--- config.mk ---
export PLATFORM = sky130hd
export DESIGN_NAME = chip_piso_seq
export DESIGN_NICKNAME = d
export VERILOG_FILES = /design/src/rtl/chip_piso_seq.sv
export SDC_FILE = /design/constraint.sdc
export NUM_CORES = 1
export LEC_CHECK = 0
export CAP_MARGIN = 15
export CORE_ASPECT_RATIO = 1.4
export CORE_MARGIN = 5
export CORE_UTILIZATION = 40
export DETAILED_ROUTE_END_ITERATION = 8
export PLACE_DENSITY_LB_ADDON = 0.08
export SLEW_MARGIN = 10
export SYNTH_ARGS = -nofsm -noshare
export SYNTH_HDL_FRONTEND = slang
export SYNTH_SLANG_ARGS = --single-unit
--- constraint.sdc ---
create_clock -name CLK -period 1.9 [get_ports CLK]
set_input_delay 0.19 -clock CLK [delete_from_list [all_inputs] [get_ports CLK]]
set_output_delay 0.19 -clock CLK [all_outputs]
set_load 0.02 [all_outputs]
--- src/rtl/chip_piso_seq.sv ---
// chip_piso_seq
// Parallel-in/serial-out shift register with a built-in frame sequencer.
// A START request loads the parallel word. The block then shifts out exactly
// WIDTH bits, MSB-first or LSB-first, and pulses DONE for one cycle.
//
// Ports:
//   CLK        clock; all state changes on the rising edge
//   RSTn       synchronous active-low reset
//   CLK_INH    clock inhibit; freezes load, shift and count while high
//   START      frame request, honoured only in IDLE or DONE
//   LSB_FIRST  bit order, latched at load (0 = MSB first)
//   D          parallel word captured on the accept edge
//   SER        serial fill bit entering the vacated end on each shift
//   Q          serial output, the current frame bit
//   PAR_Q      direct view of the shift register
//   BUSY       high while in SHIFT
//   DONE       one-cycle pulse after the last bit of a frame
//   BIT_CNT    index of the bit currently on Q
module chip_piso_seq #(
  parameter int WIDTH = 8,
  parameter int CNT_W = $clog2(WIDTH)
) (
  input  logic             CLK,
  input  logic             RSTn,
  input  logic             CLK_INH,
  input  logic             START,
  input  logic             LSB_FIRST,
  input  logic [WIDTH-1:0] D,
  input  logic             SER,
  output logic             Q,
  output logic [WIDTH-1:0] PAR_Q,
  output logic             BUSY,
  output logic             DONE,
  output logic [CNT_W-1:0] BIT_CNT
);

  typedef enum logic [1:0] {
    S_IDLE  = 2'd0,
    S_SHIFT = 2'd1,
    S_DONE  = 2'd2
  } state_t;

  localparam logic [CNT_W-1:0] LAST_BIT = CNT_W'(WIDTH - 1);

  state_t           state;
  logic [WIDTH-1:0] sh_reg;
  logic             order_lsb;

  // The serial bit is whichever end of the register leaves next, so Q is
  // simply a tap selected by the order latched at load time.
  assign Q     = order_lsb ? sh_reg[0] : sh_reg[WIDTH-1];
  assign PAR_Q = sh_reg;

  // Frame sequencer. BUSY and DONE are registered alongside the state so they
  // change on the same edge as the state and can never overlap.
  // DONE always falls back to IDLE after one cycle unless a new frame is
  // accepted, even under inhibit, so the pulse stays exactly one cycle long.
  always_ff @(posedge CLK) begin
    if (!RSTn) begin
      state     <= S_IDLE;
      sh_reg    <= '0;
      order_lsb <= 1'b0;
      BIT_CNT   <= '0;
      BUSY      <= 1'b0;
      DONE      <= 1'b0;
    end else begin
      case (state)
        S_IDLE, S_DONE: begin
          if (START && !CLK_INH) begin
            sh_reg    <= D;
            order_lsb <= LSB_FIRST;
            BIT_CNT   <= '0;
            state     <= S_SHIFT;
            BUSY      <= 1'b1;
            DONE      <= 1'b0;
          end else if (state == S_DONE) begin
            state <= S_IDLE;
            DONE  <= 1'b0;
          end
        end
        S_SHIFT: begin
          if (!CLK_INH) begin
            if (order_lsb) begin
              sh_reg <= {SER, sh_reg[WIDTH-1:1]};
            end else begin
              sh_reg <= {sh_reg[WIDTH-2:0], SER};
            end
            if (BIT_CNT == LAST_BIT) begin
              BIT_CNT <= '0;
              state   <= S_DONE;
              BUSY    <= 1'b0;
              DONE    <= 1'b1;
            end else begin
              BIT_CNT <= BIT_CNT + CNT_W'(1);
            end
          end
        end
        default: begin
          state   <= S_IDLE;
          BIT_CNT <= '0;
          BUSY    <= 1'b0;
          DONE    <= 1'b0;
        end
      endcase
    end
  end

endmodule
==> results of run 1 <==
cells by family after synthesis:
kind of cell,Yosys count,share of synthesized area (%)
AO/OA/AOI/OAI,26,21.59
adder cells (fa/ha/maj),2,3.062
buffers and inverters,7,6.584
flip-flops,15,36.75
multiplexers,10,13.63
AND/OR/NAND/NOR,24,18.38
report_power, final:
group / leakage [uW] / total [uW] / internal [uW] / switching (uW)
Sequential: 0.000122 / 348 / 330 / 17.2
Combinational: 0.000284 / 150 / 83.7 / 65.9
Clock: 0.0000150 / 183 / 81.4 / 102
area by class of cell:
class	instances	area, sq um
Tap cell	21	26.28
Inverter	1	3.754
Sequential cell	15	300.3
Clock buffer	4	26.28
Timing Repair Buffer	30	292.8
Fill cell	191	837.1
Multi-Input combinational cell	62	462.9
critical path: cells and delay by family (launching register included):
family,cells,cell delay (ns)
flops,1,0.35
mux,1,0.34
buf+inv,1,0.54
flip-flops by register name (all words and copies together), names as in the netlist:
| signal | count |
|---|---|
| PAR_Q | 8 |
| BIT_CNT | 3 |
| state | 2 |
| BUSY | 1 |
| order_lsb | 1 |
through the flow:
stage	hold WS [ns]	setup WS (ns)	util (%)	cell area (sq um)
floorplan	0.3311	0.6081	-	817.0
global placement	0.4732	0.4351	55.71	1086
detailed placement	0.4803	0.4122	55.71	1086
CTS	0.4923	0.1844	57.06	1112
global route	0.5128	0.1396	57.06	1112
finish	0.4868	0.2013	57.06	1112
per-layer routing:
layer	global-route usage, %	up-vias
li1	-	365
met1	17.19	354
met2	24.02	26
met3	3.419	2
met4	7.407	0
met5	0	-
layout by cell type (no fill, tap or decap), drive strengths merged, types with 2 or more instances in the layout:
cell           Yosys  layout
nand2              9       9
o21ai              9       9
o21a               3       3
mux2               9       9
buf                5       3
nor3b              4       4
clkdlybuf4s50      0      27
ha                 2       2
clkbuf             1       4
and4bb             2       2
a21oi              2       2
nand2b             2       2
nor2b              2       2
dfxtp             15      15
a22oi              8       8
how the worst min path moves through the flow:
stage	cells after the start	end	slack, ns
after floorplan	2	PAR_Q[2]	0.33
after global placement	2	PAR_Q[7]	0.47
after detailed placement	2	PAR_Q[7]	0.48
after CTS	2	PAR_Q[7]	0.49
after global routing	2	PAR_Q[7]	0.51
final	2	PAR_Q[7]	0.49
==> run summary, run 1 <==
Initial antenna violation count -> 0
Final number of setup-violating endpoints -> 0
Met2 wirelength from detailed routing -> 1026 microns
Cell area power density -> 611.7 nW/um^2
Clock tree from TritonCTS -> built
Final critical-path required period -> 1.699 ns
Cell type of the slowest stage on the worst timing path -> sky130_fd_sc_hd__clkdlybuf4s50_1
Main synth FF type -> sky130_fd_sc_hd__dfxtp_1
Post-detailed-route via-to-cell ratio -> 5.617
Max stage delay on crit path -> 0.54 ns
# H-tree levels -> 1
Routed via count -> 747
Outcome -> completed
Library cell used as clock root buffer -> sky130_fd_sc_hd__clkbuf_4
Peak VDD IR -> 0.0005193 V
Unrepaired setup endpoints after global routing -> false
Cell area after synthesis -> 817.0 sq um
Width of the die -> 48.20 microns
Number of clock sinks seen by CTS -> 15
Uppermost layer routed -> met4
Worst Reg-to-Reg Cells -> 3
Total of max-cap violations -> 0
Detailed Route WL -> 2039 microns
Gate count of the mapped netlist -> 84
Top cells by instance count after synthesis -> 15 x sky130_fd_sc_hd__dfxtp_1, 9 x sky130_fd_sc_hd__mux2_2, 9 x sky130_fd_sc_hd__nand2_1, 8 x sky130_fd_sc_hd__a22oi_1, 8 x sky130_fd_sc_hd__o21ai_1
Antenna-violating nets left -> 0
Number of global-route vias before repair -> 778
Cts hold-fix bufs -> 0
Top area cells in the synthesized netlist -> sky130_fd_sc_hd__dfxtp_1 37%, sky130_fd_sc_hd__mux2_2 12%, sky130_fd_sc_hd__a22oi_1 7.4%, sky130_fd_sc_hd__o21ai_1 4.9%, sky130_fd_sc_hd__nand2_1 4.1%
Critical path launch point type -> register
Routed met3 length -> 174 microns
Die area -> 3059 sq um
Routed length per instance -> 15.33 microns
DRC violations left -> 0
Internal reg-to-reg setup slack -> 0.55 ns
Layout overhead on the synthesized area -> 36.14%
Post-DP HPWL -> 1518 microns
Number of buffers created by CTS -> 3
WP data arrival -> 1.51 ns
Post-layout total power -> 680.4 uW
Launch point of the worst reg-to-reg path -> state[0]
FF+latch count, synth -> 15
Startpoint of the most critical hold path -> PAR_Q[7]
Clock insertion delay at the later pin of the skew report -> 0.28 ns
Transition time of the tightest slew-check pin -> 0.4004 ns
Iteration-0 DRC count of the detailed router -> 13
GPL Wtd Cong -> 0.8466
Buffer count from post-CTS setup fixing -> 0
Net count after synthesis -> 100
Row Count -> 19
Max Transition Viols Final -> 0
Dpl cells -> 129
Crit-path max FO -> 2
Fraction of layout cells with a size suffix above 1 -> 16.07%
Worst endpoint required time -> 1.71 ns
Number of nets in the layout -> 129
Std-Cell Core Area -> 1949 sq um
Post-Syn Area per Cell -> 9.727 sq um
Ys async rst share -> 0%
Total routed wire length on the met1 layer -> 821 microns
Class of the tightest hold or removal check -> reg2reg
Unique cell type count in the Yosys netlist -> 31
Fraction of the yosys area taken by sequential cells -> 36.75%
CP startpoint -> order_lsb
Endpoint of the most critical setup path -> Q
Effective utilization at floorplan -> 41.91%
Count of TritonRoute iterations in the first routing pass -> 4
Antenna Diode Count -> 0
Most numerous cell in the Yosys netlist -> sky130_fd_sc_hd__dfxtp_1
Port-buffer cells -> 27
Total gr overflow -> 0
Worst slew slack as a fraction of its limit -> 73.30%
Share of the synthesized area in the top cell type -> 36.75%
I/O pin count -> 28
Hold violation total from the final report -> 0
Critical Path Sink Type -> primary output
Die height -> 63.48 microns
GR Util All Layers -> 14.89%
Number of resized instances in the post-cts repair step -> 0
Clock-pin slew on the worst setup and hold paths -> 0.09 ns
First-pass GRT wire length -> 3394 microns
Number of warning messages in the yosys log -> 0
Pin count of the biggest net entering global routing -> 13
Classification of the worst setup path -> reg2out
Setup TNS after final layout -> 0 ns
Endpoint of the lowest-slack register-to-register path -> PAR_Q[1]
Post-route clock skew -> 0.004905 ns
Ordered cell list for the critical path -> mux2_2, clkdlybuf4s50_1
Cell taking the most area after synthesis -> sky130_fd_sc_hd__dfxtp_1
Max Buffers Root-to-Sink -> 2
Final worst-path cycle share -> 89.40%
Number of enable-type register cells in the synthesized netlist -> 0
Number of standard cells in the final layout excluding fillers -> 133
Leakage component of the power -> 0.0004215 uW
Upper clock frequency limit -> 588.7 MHz
Power figures use the tool's default switching activity.
==> run 2, diff against run 1 <==
--- a/config.mk
+++ b/config.mk
@@ -11,7 +11,7 @@
 export CORE_UTILIZATION = 40
 export DETAILED_ROUTE_END_ITERATION = 8
 export PLACE_DENSITY_LB_ADDON = 0.08
-export SLEW_MARGIN = 10
 export SYNTH_ARGS = -nofsm -noshare
 export SYNTH_HDL_FRONTEND = slang
 export SYNTH_SLANG_ARGS = --single-unit
+export TNS_END_PERCENT = 20
==> results of run 2 <==
Final layout, timing and power as in run 1 (identical DEF).
